<file path="src/rtl/variance_norm_scheduler.sv">
// variance_norm_scheduler
// Hands the two variance-cache banks (A/B) to the window-fill producer in turn,
// launches the normalisation calculator on each filled bank in order, and returns
// the factor with its window tag on a valid/ready output before freeing the bank.
//
// Handshakes:
//   res_valid/res_ready : a result moves when res_valid && res_ready are both high
//                         on a rising clk edge. Once raised, res_valid and its
//                         payload stay unchanged until that transfer happens.
//   calc_start/calc_taken: one-cycle pulses. calc_valid is expected to stay high
//                         until the scheduler has captured the result; calc_taken
//                         then confirms the capture back to the calculator.
//   fill_gnt/fill_done : fill_gnt is a one-cycle pulse naming fill_bank; the
//                         producer answers with fill_done (plus fill_tag) once the
//                         bank is written.
// dbg_state exposes the calculator FSM state for observation.
module variance_norm_scheduler #(
  parameter int FIXEDBITS = 32,
  parameter int TAGW      = 16,
  parameter int TIMEOUT   = 255
) (
  input  logic                 clk,
  input  logic                 resetn,
  input  logic                 fill_req,
  output logic                 fill_gnt,
  output logic                 fill_bank,
  input  logic                 fill_done,
  input  logic [TAGW-1:0]      fill_tag,
  input  logic                 calc_ready,
  output logic                 calc_start,
  output logic                 calc_dblbuf,
  input  logic                 calc_valid,
  input  logic [FIXEDBITS-1:0] calc_result,
  output logic                 calc_taken,
  output logic                 res_valid,
  input  logic                 res_ready,
  output logic [FIXEDBITS-1:0] res_factor,
  output logic [TAGW-1:0]      res_tag,
  output logic                 busy,
  output logic                 timeout_err,
  output logic [1:0]           dbg_state
);

  localparam int CW = $clog2(TIMEOUT + 1);

  typedef enum logic [1:0] {S_IDLE, S_LAUNCH, S_WAIT, S_DRAIN} state_t;
  typedef enum logic [1:0] {B_FREE, B_FILLING, B_FULL, B_CALC} bank_t;

  state_t                 r_state, w_state;
  bank_t                  r_bank [2];
  bank_t                  w_bank [2];
  logic [TAGW-1:0]        r_tag [2];
  logic [TAGW-1:0]        w_tag [2];
  logic                   r_fill_ptr, w_fill_ptr;
  logic                   r_calc_ptr, w_calc_ptr;
  logic                   r_fill_gnt, w_fill_gnt;
  logic                   r_fill_bank, w_fill_bank;
  logic                   r_calc_start, w_calc_start;
  logic                   r_calc_dblbuf, w_calc_dblbuf;
  logic                   r_calc_taken, w_calc_taken;
  logic                   r_res_valid, w_res_valid;
  logic [FIXEDBITS-1:0]   r_res_factor, w_res_factor;
  logic [TAGW-1:0]        r_res_tag, w_res_tag;
  logic                   r_busy, w_busy;
  logic                   r_timeout_err, w_timeout_err;
  logic [CW-1:0]          r_to_cnt, w_to_cnt;
  logic                   w_any_filling;
  logic                   w_slot_free;

  // Calculator FSM state register
  always_ff @(posedge clk) begin
    if (!resetn) r_state <= S_IDLE;
    else         r_state <= w_state;
  end

  // Next state for the FSM, bank bookkeeping and every registered output
  always_comb begin
    w_state       = r_state;
    w_bank        = r_bank;
    w_tag         = r_tag;
    w_fill_ptr    = r_fill_ptr;
    w_calc_ptr    = r_calc_ptr;
    w_fill_gnt    = 1'b0;
    w_fill_bank   = r_fill_bank;
    w_calc_start  = 1'b0;
    w_calc_dblbuf = r_calc_dblbuf;
    w_calc_taken  = 1'b0;
    w_res_valid   = r_res_valid;
    w_res_factor  = r_res_factor;
    w_res_tag     = r_res_tag;
    w_to_cnt      = r_to_cnt;
    w_timeout_err = r_timeout_err;
    w_any_filling = (r_bank[0] == B_FILLING) || (r_bank[1] == B_FILLING);
    w_slot_free   = !r_res_valid || res_ready;

    // Fill side: the FILLING bank is always the one under fill_ptr, since the
    // pointer only moves when that fill completes. Grant and done are exclusive.
    if (fill_req && (r_bank[r_fill_ptr] == B_FREE) && !w_any_filling) begin
      w_fill_gnt         = 1'b1;
      w_fill_bank        = r_fill_ptr;
      w_bank[r_fill_ptr] = B_FILLING;
    end else if (fill_done && w_any_filling) begin
      w_bank[r_fill_ptr] = B_FULL;
      w_tag[r_fill_ptr]  = fill_tag;
      w_fill_ptr         = ~r_fill_ptr;
    end

    // Downstream transfer empties the slot; a capture below may refill it
    if (r_res_valid && res_ready) w_res_valid = 1'b0;

    // Calc side only touches FULL/CALC banks, so it never collides with fill side
    case (r_state)
      S_IDLE: begin
        if ((r_bank[r_calc_ptr] == B_FULL) && calc_ready) begin
          w_state       = S_LAUNCH;
          w_calc_start  = 1'b1;
          w_calc_dblbuf = r_calc_ptr;
        end
      end
      S_LAUNCH: begin
        w_bank[r_calc_ptr] = B_CALC;
        w_to_cnt           = '0;
        w_state            = S_WAIT;
      end
      S_WAIT: begin
        if (calc_valid) begin
          // A blocked result freezes the timeout counter
          if (w_slot_free) begin
            w_state      = S_DRAIN;
            w_res_valid  = 1'b1;
            w_res_factor = calc_result;
            w_res_tag    = r_tag[r_calc_ptr];
          end
        end else if (r_to_cnt != CW'(TIMEOUT)) begin
          w_to_cnt = r_to_cnt + 1'b1;
          if (r_to_cnt == CW'(TIMEOUT - 1)) w_timeout_err = 1'b1;
        end
      end
      S_DRAIN: begin
        w_calc_taken       = 1'b1;
        w_bank[r_calc_ptr] = B_FREE;
        w_calc_ptr         = ~r_calc_ptr;
        w_state            = S_IDLE;
      end
      default: w_state = S_IDLE;
    endcase

    w_busy = (w_bank[0] != B_FREE) || (w_bank[1] != B_FREE) || w_res_valid;
  end

  // Bank bookkeeping, pointers, timeout counter and output registers
  always_ff @(posedge clk) begin
    if (!resetn) begin
      r_bank[0]     <= B_FREE;
      r_bank[1]     <= B_FREE;
      r_tag[0]      <= '0;
      r_tag[1]      <= '0;
      r_fill_ptr    <= 1'b0;
      r_calc_ptr    <= 1'b0;
      r_fill_gnt    <= 1'b0;
      r_fill_bank   <= 1'b0;
      r_calc_start  <= 1'b0;
      r_calc_dblbuf <= 1'b0;
      r_calc_taken  <= 1'b0;
      r_res_valid   <= 1'b0;
      r_res_factor  <= '0;
      r_res_tag     <= '0;
      r_busy        <= 1'b0;
      r_timeout_err <= 1'b0;
      r_to_cnt      <= '0;
    end else begin
      r_bank        <= w_bank;
      r_tag         <= w_tag;
      r_fill_ptr    <= w_fill_ptr;
      r_calc_ptr    <= w_calc_ptr;
      r_fill_gnt    <= w_fill_gnt;
      r_fill_bank   <= w_fill_bank;
      r_calc_start  <= w_calc_start;
      r_calc_dblbuf <= w_calc_dblbuf;
      r_calc_taken  <= w_calc_taken;
      r_res_valid   <= w_res_valid;
      r_res_factor  <= w_res_factor;
      r_res_tag     <= w_res_tag;
      r_busy        <= w_busy;
      r_timeout_err <= w_timeout_err;
      r_to_cnt      <= w_to_cnt;
    end
  end

  assign fill_gnt    = r_fill_gnt;
  assign fill_bank   = r_fill_bank;
  assign calc_start  = r_calc_start;
  assign calc_dblbuf = r_calc_dblbuf;
  assign calc_taken  = r_calc_taken;
  assign res_valid   = r_res_valid;
  assign res_factor  = r_res_factor;
  assign res_tag     = r_res_tag;
  assign busy        = r_busy;
  assign timeout_err = r_timeout_err;
  assign dbg_state   = r_state;

endmodule

</file>
<file path="config.mk">
export PLATFORM = sky130hd
export DESIGN_NAME = variance_norm_scheduler
export DESIGN_NICKNAME = d
export VERILOG_FILES = /design/src/rtl/variance_norm_scheduler.sv
export SDC_FILE = /design/constraint.sdc
export NUM_CORES = 1
export LEC_CHECK = 0
export ABC_CLOCK_PERIOD_IN_PS = 3000
export BUFFER_PORTS_ARGS = -buffer_cell sky130_fd_sc_hd__buf_4
export CAP_MARGIN = 20
export CORE_UTILIZATION = 40
export CTS_CLUSTER_SIZE = 30
export DETAILED_ROUTE_END_ITERATION = 10
export HOLD_SLACK_MARGIN = 0.02
export SLEW_MARGIN = 20
export SYNTH_ARGS = -nofsm -noshare
export SYNTH_HDL_FRONTEND = slang
export SYNTH_SLANG_ARGS = --single-unit
export TNS_END_PERCENT = 20
</file>
<file path="constraint.sdc">
create_clock -name clk -period 3 [get_ports clk]
set_input_delay 0.15 -clock clk [delete_from_list [all_inputs] [get_ports clk]]
set_output_delay 0.15 -clock clk [all_outputs]
set_load 0.02 [all_outputs]
</file>
-- Word-level counts from Yosys, hierarchy flattened
Cells that the tools add are included.
W data, S select, Z words.
- register bits after elaboration: 104
- bits in latches: 0
- bits in writable memories: 0
- memory bits (read-only): 0
- input port bits: 55
- output and inout port bits: 58
- word-level logic and storage cells: 109
- memories: 0
- add/sub/neg operators: 1
- multipliers: 0
- divide/modulo/power cells: 0
- $lt $le $gt $ge: 4
- equal/unequal tests: 13
- shifts and indexed selects: 0
- mux-type cells: 33
- bitwise logic cells: 15
- reduce and logical (&&, ||, !) cells: 25
- operators with widths (cell ; number):
    $mux W16 ; 4
    $bwmux W32 ; 1
    $mux W2 ; 11
    $demux W16 S1 ; 1
    $mux W8 ; 2
    $pmux W8 S2 ; 1
    $ne A2 B2 Y1 const B ; 5
    $reduce_and A3 Y1 ; 3
    $add A8 B1 Y8 const B ; 1
    $eq A8 B8 Y1 const B ; 1
    $mux W4 ; 2
    $ne A8 B8 Y1 const B ; 1
    $pmux W2 S4 ; 1
    $pmux W4 S2 ; 1
    $logic_and A1 B1 Y1 ; 7
    $mux W1 ; 7
    $eq A2 B1 Y1 const B ; 3
    $eq A2 B2 Y1 const B ; 3
    $reduce_and A2 Y1 ; 3
    $reduce_bool A2 Y1 ; 3
    $and A2 B2 Y2 ; 2
    $and A4 B4 Y4 ; 1
    $demux W2 S1 ; 2
    $ge A2 B2 Y1 const B ; 2
    other kinds (11) ; 23

-- Logic depth before layout (Yosys ltp)
Gate-level depths: netlist of the first run.
- word-level depth: 14
- depth in mapped cells: 8
- depth with buffers taken out: 6

-- Worst setup path after synthesis of the first run
Ideal clock, no wire load.
- kind: flip-flop to flip-flop
- from: register r_state[0], in the netlist dbg_state[0]
- to: register r_to_cnt[6]
- library setup time: 70 ps
- arrival time: 1843 ps
- data required time: 2930 ps
- slack: 1087 ps
- stages on the path, launching flop included: 7
- path buffers: 0
- clock period less this slack: 1913 ps
- cell sequence: dfxtp_1 inv_1 ha_1 and2b_2 nor3_2 or4_1 a21oi_1
- word-level cells in the longest chain between the ends: 3
- elaborated cells on any way between the ends: 7
- those cells by class: eq/ne: 4; mux: 1; reduce/logical: 2
- RTL lines (element ; line ; source):
    start, declared ; 49 ; state_t r_state, w_state;
    start signal, assigned ; 73 ; else r_state <= w_state;
    $eq A2 B2 Y1 / $eq A2 B1 Y1 (equally long branches) ; 112 ; case (r_state)
    $ne A2 B2 Y1 (no line) / $reduce_bool A2 Y1 (equally long branches) ; -- ;
    $reduce_and A3 Y1 (no line) ; -- ;
    end signal, assigned ; 186 ; r_to_cnt <= w_to_cnt;
    end, declared ; 66 ; logic [CW-1:0] r_to_cnt, w_to_cnt;
Several ways; a longest one is shown, not always the timed one.
A chain may end at the register's enable or synchronous reset.

-- Worst setup path in the final report of the first run
- from: register r_state[0], in the netlist dbg_state[0]
- to: register r_res_tag[6], in the netlist res_tag[6]
- word-level cells in the longest chain between the ends: 2
- RTL lines (element ; line ; source):
    $eq A2 B2 Y1 ; 112 ;
    $reduce_and A3 Y1 (no line) ; -- ;
    end signal, assigned ; 183 ; r_res_tag <= w_res_tag;
    end, declared ; 63 ; logic [TAGW-1:0] r_res_tag, w_res_tag;
Every way passes these cells.

==> results.rst, run 1 <==
.. list-table::
   :header-rows: 1

   * - Metric
     - Value
   * - Max Used Layer
     - met4
   * - Post-synth top flop
     - sky130_fd_sc_hd__dfxtp_1
   * - Die Y
     - 104 um
   * - Via count of the first global-routing pass
     - 3,296
   * - Post-synth top area cell
     - sky130_fd_sc_hd__dfxtp_1
   * - Sequential Power Share
     - 46.4%
   * - Total I/O pin count
     - 113
   * - Global-route wire length before repair
     - approximately 16,000 um
   * - Final Wtd Congestion
     - 0.787
   * - Total CTS buffers
     - 9
   * - Number of nets with antenna violations after detailed routing
     - 0
   * - Number of nets at the end of the flow
     - between 600 and 700
   * - Total congestion overflow after global routing
     - 0
   * - Internal power component
     - about 2.4 mW
   * - Number of detailed-routing iterations run before antenna repair
     - 4
   * - Placeable Area
     - 10,200 um2
   * - Power per unit of standard cell area
     - 638 nW/um2
   * - Total routing usage reported by global routing
     - 18.0%
   * - Count of state elements after synthesis
     - 104
   * - Number of DRC markers in iteration 0
     - roughly 150
   * - Max-slew violation count
     - 0
   * - Final period utilization
     - 66.7%
   * - Switching share of total power
     - 34.5%
   * - Average footprint of a synthesized cell
     - 8.72 um2
   * - Part of the total power dissipated in combinational logic
     - 30.4%
   * - Quantity of I/O buffers inserted on ports
     - 112
   * - Number of distinct standard cells referenced by the synthesized netlist
     - 54
   * - Met2 routed WL
     - 4470 um
   * - FF-to-FF path depth
     - 7
   * - Count of flip-flops with a built-in enable after synthesis
     - 0
   * - Status
     - finished, final reports clean
   * - Post-Synth Simple-Gate Area
     - around 20%
   * - Cell Rows
     - 37
   * - Sum Neg Setup Slack
     - 0 ps
   * - Total via count in the routed design
     - 3,629
   * - Net count of the mapped netlist
     - 543
   * - Final std cells w/o fill
     - 753
   * - NetSw
     - 1.24 mW
   * - HPWL after DPL
     - about 6200 um
   * - Total clock sinks
     - 104
   * - Clock network fraction of design power
     - 23.1%
   * - Post-route minimum period
     - roughly 2000 ps
   * - Number of cells traversed by the worst hold path
     - 3
   * - Met1 Wirelength
     - 4600 um
   * - Portion of the post-synthesis area used by sequential elements
     - a little under 50%
   * - Tightest Pin Transition
     - 638 ps
   * - Clk slew on worst S/H paths
     - ~110 ps
   * - RR Endpoint
     - res_tag[6]$_SDFFE_PN0P_
   * - Fin. Hold Viols
     - 0
   * - Reg area
     - 2080 um2
   * - Top area cells in the synthesized netlist
     - sky130_fd_sc_hd__dfxtp_1 50%, sky130_fd_sc_hd__nand2_1 9.8%, sky130_fd_sc_hd__mux2i_1 7.9%, sky130_fd_sc_hd__a21oi_1 7.2%, sky130_fd_sc_hd__nor2_1 3.6%
   * - Leading cell type in the layout, fill and taps excluded
     - sky130_fd_sc_hd__buf_4
   * - Sum of met3 wire segment lengths after detailed routing
     - 465 um
   * - Placed cells
     - 706
   * - Pwr Total
     - roughly 3.6 mW
   * - Ratio of cells with drive above 1 in the final layout
     - 23.8%
   * - Largest net degree at the start of global routing
     - 65
   * - Maximum frequency from static timing analysis
     - between 400 and 500 MHz
   * - Yosys warning total
     - 0
   * - Critical R2R Launch
     - dbg_state[0]$_SDFFE_PN0P_
   * - Share of synthesized cell area in full adder, half adder and majority cells
     - 2.09%
   * - Peak VDD IR
     - about 0.00032 V
   * - Max-slew headroom at the worst pin
     - around 57%
   * - Hold Crit Endpoint
     - r_tag[13]$_SDFFE_PN0P_
   * - Most frequent cells in the layout
     - 117 x sky130_fd_sc_hd__buf_4, 109 x sky130_fd_sc_hd__nand2_1, 104 x sky130_fd_sc_hd__dfxtp_1
   * - Wire length per cell
     - approximately 13 um
   * - Number of antenna violations at the first check in global routing
     - 0
   * - Clk Latency, worst-skew pair
     - 360 ps
   * - Die span in x
     - 104 um
   * - Multi-input gate area
     - approximately 2000 um2
   * - Leakage dissipation
     - about 2.3 nW
   * - Class of the most critical setup path
     - reg -> reg
   * - TritonCTS clock tree
     - built
   * - Kind of start point of the critical path
     - flop
   * - Average via count per standard cell
     - about 4.8
   * - Worst reg-to-reg setup slack
     - around 1000 ps
   * - Compound-Gate Fraction of Synth Area
     - 15.9%
   * - Combined area of all synthesized cells
     - ~4200 um2
   * - Die footprint
     - 10,900 um2
   * - Area of all placed cells without fillers
     - 5630 um2
   * - Post-route worst hold slack
     - 35.7 ps
   * - Synthesis-to-finish area growth
     - 34.3%
   * - Fraction of synthesized cell area in xor and xnor cells
     - 0.209%
   * - Placed instance area
     - between 5000 and 6000 um2
   * - Async set-reset flop share out of synthesis
     - 0%
   * - Layout Skew
     - 13.7 ps
   * - Unrepaired setup endpoints after global routing
     - no
   * - Largest fanout on the critical path
     - 64
   * - Deepest level of the CTS H-tree
     - 3
   * - Mux contribution to synthesized area
     - 8.15%
   * - Clock tree root driver cell
     - sky130_fd_sc_hd__clkbuf_8
   * - Initial Util
     - 41.0%
   * - # fillers
     - around 960
   * - Start point of the worst hold path
     - fill_tag[13]
   * - Max_cap viols
     - 0
   * - Crit path arrival time
     - around 2300 ps
   * - Final Setup Violations
     - 0
   * - Combinational family with the most area after synthesis
     - simple AND/OR/NAND/NOR gates
   * - Critical path required time
     - 3280 ps
   * - Post-route DRC
     - 0
   * - Number of diodes added for antenna fixing
     - 0
   * - Crit path capture type
     - flop
   * - Cell count after synthesis
     - 481
   * - Classification of the worst-slack hold path
     - in -> reg
   * - Post-synth top area share
     - 49.7%
   * - Maximum clock insertion buffer count
     - 2
   * - Crit path from
     - dbg_state[0]$_SDFFE_PN0P_
   * - Detailed-route wire length
     - 9600 um
## stage by stage
stage	utilization (%)	setup slack (ps)
floorplan	-	1090
global placement	50.2	1130
detailed placement	50.2	1010
CTS	55.1	989
global route	55.1	773
finish	55.1	998
## area by class of cell
class | count | area share, %
Multi-Input combinational cell | 339 | 34.7
Timing Repair Buffer | 149 | 21.5
Clock inverter | 7 | 1.11
Sequential cell | 104 | 37.0
Tap cell | 136 | 3.02
Clock buffer | 9 | 2.20
Inverter | 9 | 0.600
## worst max-delay path: stages, from the launching register on
cell and delay, ps:
sky130_fd_sc_hd__dfxtp_1 370, sky130_fd_sc_hd__inv_1 120, sky130_fd_sc_hd__ha_1 280, sky130_fd_sc_hd__nand2_1 170, sky130_fd_sc_hd__nor2b_4 130, sky130_fd_sc_hd__buf_4 500, sky130_fd_sc_hd__nor2_1 80, sky130_fd_sc_hd__a211oi_1 240
## registers in the layout (all words and copies together) (netlist names)
register,cells
calc_dblbuf,1
calc_taken,1
timeout_err,1
fill_bank,1
res_factor,32
r_bank,4
r_fill_ptr,1
r_calc_ptr,1
calc_start,1
fill_gnt,1
r_to_cnt,8
busy,1
r_tag,32
res_tag,16
dbg_state,2
res_valid,1
## per-layer routing
layer,vias up,global-route usage [%]
met5,-,0
met1,1631,24.1
li1,1902,-
met2,91,29.0
met3,5,3.51
met4,0,5.51
## worst max-delay path by stage
| stage | to | cells past startpoint |
|---|---|---|
| 3_5_place_dp | res_tag[7]$_SDFFE_PN0P_ | 7 |
| 3_3_place_gp | res_tag[8]$_SDFFE_PN0P_ | 7 |
| 2_1_floorplan | r_to_cnt[6]$_SDFFE_PN0P_ | 6 |
| 5_1_grt | res_tag[0]$_SDFFE_PN0P_ | 7 |
| 4_1_cts | res_tag[7]$_SDFFE_PN0P_ | 7 |
| 6_report | res_tag[6]$_SDFFE_PN0P_ | 7 |
## power by group through the flow
stage / Combinational, mW / Sequential [mW] / Clock (mW)
2_1_floorplan: 0.609 / 1.79 / 0
6_report: 1.09 / 1.67 / 0.831
4_1_cts: 1.11 / 1.67 / 0.873
3_5_place_dp: 1.07 / 1.70 / 0
5_1_grt: 1.21 / 1.69 / 0.932
3_3_place_gp: 1.06 / 1.69 / 0
## cells by family (layout without fill, tap and decap cells)
logic type	count (synthesis)	in the layout
AND/OR/NAND/NOR	189	189
XOR/XNOR	1	1
flip-flops	104	104
buffers and inverters	38	174
adder cells (fa/ha/maj)	7	7
multiplexers	34	34
AO/OA/AOI/OAI	108	108
## Yosys cell counts (2+ instances only)
cell	n
sky130_fd_sc_hd__nand2_1	109
sky130_fd_sc_hd__dfxtp_1	104
sky130_fd_sc_hd__a21oi_1	60
sky130_fd_sc_hd__nor2_1	40
sky130_fd_sc_hd__mux2i_1	33
sky130_fd_sc_hd__a211oi_1	16
sky130_fd_sc_hd__buf_2	13
sky130_fd_sc_hd__clkbuf_1	12
sky130_fd_sc_hd__o21ai_0	9
sky130_fd_sc_hd__inv_1	8
sky130_fd_sc_hd__ha_1	7
sky130_fd_sc_hd__nand3_1	6
sky130_fd_sc_hd__nor2b_1	6
sky130_fd_sc_hd__nand2b_1	4
sky130_fd_sc_hd__a31oi_1	3
sky130_fd_sc_hd__nand4_1	3
sky130_fd_sc_hd__or3_1	3
sky130_fd_sc_hd__and2_1	2
sky130_fd_sc_hd__buf_1	2
sky130_fd_sc_hd__buf_4	2
sky130_fd_sc_hd__nand3b_1	2
sky130_fd_sc_hd__nand4b_1	2
sky130_fd_sc_hd__o21a_1	2
sky130_fd_sc_hd__o31ai_1	2
sky130_fd_sc_hd__or4_1	2
## timing repair
| action | 4_1_cts | 5_1_grt |
|---|---|---|
| hold buffers | 31 | 0 |
| setup buffers | 0 | 0 |
| endpoints found under the hold margin | 38 | 0 |
| resized for setup | 0 | 0 |
Power figures use the tool's default switching activity.
==> inputs of run 2 (changes only) <==
--- a/config.mk
+++ b/config.mk
@@ -5,7 +5,7 @@
 export SDC_FILE = /design/constraint.sdc
 export NUM_CORES = 1
 export LEC_CHECK = 0
-export ABC_CLOCK_PERIOD_IN_PS = 3000
+export ABC_CLOCK_PERIOD_IN_PS = 2050
 export BUFFER_PORTS_ARGS = -buffer_cell sky130_fd_sc_hd__buf_4
 export CAP_MARGIN = 20
 export CORE_UTILIZATION = 40
==> constraint.sdc (replaced) <==
create_clock -name clk -period 2.05 [get_ports clk]
set_input_delay 0.1025 -clock clk [delete_from_list [all_inputs] [get_ports clk]]
set_output_delay 0.1025 -clock clk [all_outputs]
set_load 0.02 [all_outputs]
==> results.rst, run 2 (synthesis results as in run 1) <==
.. list-table::
   :header-rows: 1

   * - Metric
     - Value
   * - Quantity of I/O buffers inserted on ports
     - roughly 110
   * - Die footprint
     - around 11,000 um2
   * - Maximum clock insertion buffer count
     - 2
   * - Max_cap viols
     - 0
   * - Maximum frequency from static timing analysis
     - about 520 MHz
   * - Post-route DRC
     - 0
   * - Crit path capture type
     - flop
   * - Ratio of cells with drive above 1 in the final layout
     - 23.3%
   * - Post-route minimum period
     - 1930 ps
   * - Leakage dissipation
     - 2.36 nW
   * - Classification of the worst-slack hold path
     - in -> reg
   * - Final period utilization
     - 94.1%
   * - Number of detailed-routing iterations run before antenna repair
     - 4
   * - Leading cell type in the layout, fill and taps excluded
     - sky130_fd_sc_hd__buf_4
   * - List of cells traversed by the critical path
     - inv_1 > ha_1 > and2b_2 > nor3_2 > or4_1 > a21oi_1
   * - Synthesis-to-finish area growth
     - 39.6%
   * - Global-route wire length before repair
     - 16,600 um
   * - Pre-CTS setup slack
     - between 150 and 200 ps
   * - Layout Skew
     - 9.98 ps
   * - Largest net degree at the start of global routing
     - 65
   * - Largest fanout on the critical path
     - 7
   * - Crit path arrival time
     - 2220 ps
   * - Die Y
     - 104 um
   * - Total clock sinks
     - 104
   * - Final Wtd Congestion
     - approximately 0.79
   * - Critical path required time
     - 2340 ps
   * - CP peak stage delay
     - 510 ps
   * - Sum of met3 wire segment lengths after detailed routing
     - 509 um
   * - Slowest stage cell, crit path
     - sky130_fd_sc_hd__or4_1
   * - # Post-CTS Setup Buffers
     - 0
   * - Via count of the first global-routing pass
     - 3,557
   * - Placeable Area
     - between 10,000 and 15,000 um2
   * - Number of antenna violations at the first check in global routing
     - 0
   * - Number of DRC markers in iteration 0
     - approximately 190
   * - Number of diodes added for antenna fixing
     - 0
   * - Total congestion overflow after global routing
     - 0
   * - Tightest Pin Transition
     - 571 ps
   * - Total routing usage reported by global routing
     - 18.7%
   * - Number of nets at the end of the flow
     - a little under 700
   * - Unrepaired setup endpoints after global routing
     - no
   * - Kind of start point of the critical path
     - flop
   * - Max-slew headroom at the worst pin
     - between 60% and 70%
   * - Die span in x
     - 104 um
   * - Fin. Hold Viols
     - 0
   * - Class of the most critical setup path
     - reg -> reg
   * - Detailed-route wire length
     - 10,100 um
   * - Peak VDD IR
     - 0.000412 V
   * - Pwr Total
     - ~5.4 mW
   * - Clk Latency, worst-skew pair
     - between 300 and 400 ps
   * - Power per unit of standard cell area
     - 923 nW/um2
   * - Met1 Wirelength
     - between 4000 and 5000 um
   * - Max Used Layer
     - met4
   * - Max-slew violation count
     - 0
   * - Initial Util
     - 41.0%
   * - Total I/O pin count
     - 113
   * - Total via count in the routed design
     - 3,770
   * - Cell Rows
     - 37
   * - HPWL after DPL
     - ~6400 um
   * - Wire length per cell
     - ~13 um
   * - Total CTS buffers
     - 9
   * - Average via count per standard cell
     - 4.88
   * - Deepest level of the CTS H-tree
     - 3
   * - Met2 routed WL
     - roughly 4700 um
   * - TritonCTS clock tree
     - built
   * - Most frequent cells in the layout
     - 117 x sky130_fd_sc_hd__buf_4, 109 x sky130_fd_sc_hd__nand2_1, 104 x sky130_fd_sc_hd__dfxtp_1
   * - Clk slew on worst S/H paths
     - 100 ps
   * - Clock tree root driver cell
     - sky130_fd_sc_hd__clkbuf_8
   * - Sum Neg Setup Slack
     - 0 ps
   * - Final worst slack
     - 120 ps
   * - Status
     - finished, final reports clean
   * - Number of nets with antenna violations after detailed routing
     - 0
   * - Final Setup Violations
     - 0
run 2: final cells by class:
| class | instances | area, um2 |
|---|---|---|
| clock buffer | 10 | 138 |
| fill | 946 | 4380 |
| timing repair buffer | 168 | 1410 |
| multi-input combinational | 339 | 1950 |
| inverter | 9 | 33.8 |
| sequential | 104 | 2080 |
| clock inverter | 6 | 67.6 |
| tap | 136 | 170 |
run 2: routing by layer:
metal / vias up / GRT usage [%]
li1: 1939 / -
met1: 1705 / 24.7
met2: 117 / 31.3
met3: 9 / 2.82
met4: 0 / 5.92
met5: - / 0
run 2: stage by stage:
| stage | hold slack (ps) | utilization (%) | instance area [um2] | instances |
|---|---|---|---|---|
| global placement | 343 | 50.4 | 5160 | 707 |
| detailed placement | 356 | 50.4 | 5160 | 707 |
| finish | 62.6 | 57.2 | 5850 | 772 |
| floorplan | 234 | - | 4190 | 481 |
| CTS | 45.5 | 57.2 | 5850 | 772 |
| global route | 63.0 | 57.2 | 5850 | 772 |
run 2: final timing paths:
check / endpoint / start / cells after the start / slack, ps
hold / removal: fill_bank$_SDFFE_PN0N_ / resetn / 3 / 60
setup / recovery: r_to_cnt[6]$_SDFFE_PN0P_ / dbg_state[0]$_SDFFE_PN0P_ / 6 / 120
setup reg to reg: r_to_cnt[6]$_SDFFE_PN0P_ / dbg_state[0]$_SDFFE_PN0P_ / 6 / 120
hold reg to reg: r_tag[28]$_SDFFE_PN0P_ / r_tag[28]$_SDFFE_PN0P_ / 2 / 460
run 2: critical path, delay by kind of cell, from the launching register on:
kind,cells,cell delay [ps]
compound gates,1,140
simple gates,3,920
flops,1,420
buf+inv,1,110
fa+ha+maj,1,280
run 2: timing repair:
action,in CTS,in global routing
hold endpoints to repair,64,0
hold buffers,49,0
resized for setup,0,0
run 2: where the power goes:
part           internal, mW  switching [mW]
sequential             2.26           0.175
combinational         0.740           0.907
clock                 0.603           0.710
total                  3.61            1.79
==> inputs of run 3 (changes only) <==
--- a/config.mk
+++ b/config.mk
@@ -9,6 +9,8 @@
 export BUFFER_PORTS_ARGS = -buffer_cell sky130_fd_sc_hd__buf_4
 export CAP_MARGIN = 20
 export CORE_UTILIZATION = 40
+export CTS_BUF_LIST = sky130_fd_sc_hd__clkbuf_16
+export CTS_CLUSTER_DIAMETER = 100
 export CTS_CLUSTER_SIZE = 30
 export DETAILED_ROUTE_END_ITERATION = 10
 export HOLD_SLACK_MARGIN = 0.02
==> results.rst, run 3 (synthesis results as in run 1) <==
.. list-table::
   :header-rows: 1

   * - Metric
     - Value
   * - Class of the most critical setup path
     - reg -> reg
   * - Largest fanout on the critical path
     - 7
   * - Die Y
     - about 100 um
   * - Initial Util
     - 41.0%
   * - Critical path required time
     - 2320 ps
   * - Slowest stage cell, crit path
     - sky130_fd_sc_hd__or4_1
   * - Total routing usage reported by global routing
     - 18.9%
   * - Placeable Area
     - 10,200 um2
   * - Total via count in the routed design
     - roughly 3,800
   * - Final period utilization
     - around 94%
   * - Final Setup Violations
     - 0
   * - Total congestion overflow after global routing
     - 0
   * - Leakage dissipation
     - 2.38 nW
   * - Post-route minimum period
     - 1920 ps
   * - TritonCTS clock tree
     - built
   * - Largest net degree at the start of global routing
     - 65
   * - Max-slew headroom at the worst pin
     - 62.1%
   * - List of cells traversed by the critical path
     - inv_1 > ha_1 > and2b_2 > nor3_2 > or4_1 > a21oi_1
   * - Average via count per standard cell
     - between 4 and 5
   * - Kind of start point of the critical path
     - flop
   * - Placed instance area
     - ~5200 um2
   * - Cell Rows
     - 37
   * - Sum Neg Setup Slack
     - 0 ps
   * - Synthesis-to-finish area growth
     - 40.6%
   * - Via count of the first global-routing pass
     - about 3,500
   * - Number of detailed-routing iterations run before antenna repair
     - 4
   * - Maximum clock insertion buffer count
     - 2
   * - Number of DRC markers in iteration 0
     - 202
   * - Number of nets with antenna violations after detailed routing
     - 0
   * - Global-route wire length before repair
     - 16,700 um
   * - Max_cap viols
     - 0
   * - Post-route worst hold slack
     - between 20 and 25 ps
   * - Pwr Total
     - a little under 6 mW
   * - Final Wtd Congestion
     - 0.794
   * - HPWL after DPL
     - around 6400 um
   * - Total I/O pin count
     - 113
   * - Number of diodes added for antenna fixing
     - 0
   * - Clk Latency, worst-skew pair
     - 340 ps
   * - Number of cells upsized or downsized after cts
     - 0
   * - Post-route DRC
     - 0
   * - Final worst slack
     - 131 ps
   * - Deepest level of the CTS H-tree
     - 3
   * - Peak VDD IR
     - approximately 0.00042 V
   * - Wire length per cell
     - ~13 um
   * - Classification of the worst-slack hold path
     - in -> reg
   * - Total CTS buffers
     - 9
   * - Unrepaired setup endpoints after global routing
     - no
   * - Maximum frequency from static timing analysis
     - between 500 and 600 MHz
   * - Most frequent cells in the layout
     - 117 x sky130_fd_sc_hd__buf_4, 109 x sky130_fd_sc_hd__nand2_1, 104 x sky130_fd_sc_hd__dfxtp_1
   * - Number of nets at the end of the flow
     - 688
   * - Number of antenna violations at the first check in global routing
     - 0
   * - Die footprint
     - 10,900 um2
   * - Tightest Pin Transition
     - 567 ps
   * - Clk slew on worst S/H paths
     - 70 ps
   * - Status
     - finished, final reports clean
   * - Ratio of cells with drive above 1 in the final layout
     - 23.3%
   * - Quantity of I/O buffers inserted on ports
     - 112
   * - Crit path capture type
     - flop
   * - Detailed-route wire length
     - 10,100 um
   * - # fillers
     - about 940
   * - Fin. Hold Viols
     - 0
   * - Area of all placed cells without fillers
     - 5890 um2
   * - Die span in x
     - 104 um
   * - Crit path arrival time
     - ~2200 ps
   * - Power per unit of standard cell area
     - 982 nW/um2
   * - Layout Skew
     - 6.92 ps
   * - Clock tree root driver cell
     - sky130_fd_sc_hd__clkbuf_16
   * - Total clock sinks
     - 104
   * - CP peak stage delay
     - about 510 ps
   * - Max-slew violation count
     - 0
   * - Leading cell type in the layout, fill and taps excluded
     - sky130_fd_sc_hd__buf_4
   * - Pre-CTS setup slack
     - 150 ps
## run 3: cell count changes in the layout (fill, tap and decap cells not counted)
| cell | change |
|---|---|
| sky130_fd_sc_hd__dlygate4sd3_1 | -5 |
| sky130_fd_sc_hd__clkinv_1 | +1 |
| sky130_fd_sc_hd__clkbuf_8 | -10 |
| sky130_fd_sc_hd__clkbuf_16 | +9 |
## run 3: layout make-up
| type | count | area (um2) | share of cell area [%] |
|---|---|---|---|
| repair buffers | 163 | 1360 | 23.1 |
| clock buffers | 9 | 225 | 3.82 |
| inverters | 9 | 33.8 | 0.573 |
| well taps | 136 | 170 | 2.89 |
| clock inverters | 7 | 71.3 | 1.21 |
| multi-input cells | 339 | 1950 | 33.1 |
| flip-flops and latches | 104 | 2080 | 35.3 |
## run 3: path summary, 6_finish.rpt
path,startpoint,end,slack [ps],depth (start not counted)
max reg2reg,dbg_state[0]$_SDFFE_PN0P_,r_to_cnt[6]$_SDFFE_PN0P_,130,6
max,dbg_state[0]$_SDFFE_PN0P_,r_to_cnt[6]$_SDFFE_PN0P_,130,6
min,calc_result[4],res_factor[4]$_SDFFE_PN0P_,20,3
min reg2reg,r_tag[21]$_SDFFE_PN0P_,r_tag[21]$_SDFFE_PN0P_,460,2
## run 3: critical path, delay by kind of cell (launching register included)
kind,cells,cell delay (ps)
buf+inv,1,110
compound gates,1,140
fa+ha+maj,1,280
simple gates,3,920
flops,1,400
## run 3: what timing repair did
action / CTS / global route
buffers inserted: 0 / 0
hold buffers: 44 / 0
hold endpoints to repair: 54 / 0
## run 3: per-layer routing
layer  global-route usage, %  vias up  wire [um]
met2                    31.0      109       4690
li1                        -     1929          -
met4                    7.14        0        115
met3                    2.94        9        495
met1                    24.8     1718       4760
met5                       0        -          0
## run 3: where the power goes
group / total (mW) / internal [mW] / switching (mW)
Sequential: 2.44 / 2.27 / 0.176
Clock: 1.70 / 0.947 / 0.756
Combinational: 1.64 / 0.734 / 0.909
## run 3: through the flow
stage / util, % / std cells
floorplan: - / 481
global placement: 50.4 / 707
detailed placement: 50.4 / 707
CTS: 57.6 / 767
global route: 57.6 / 767
finish: 57.6 / 767
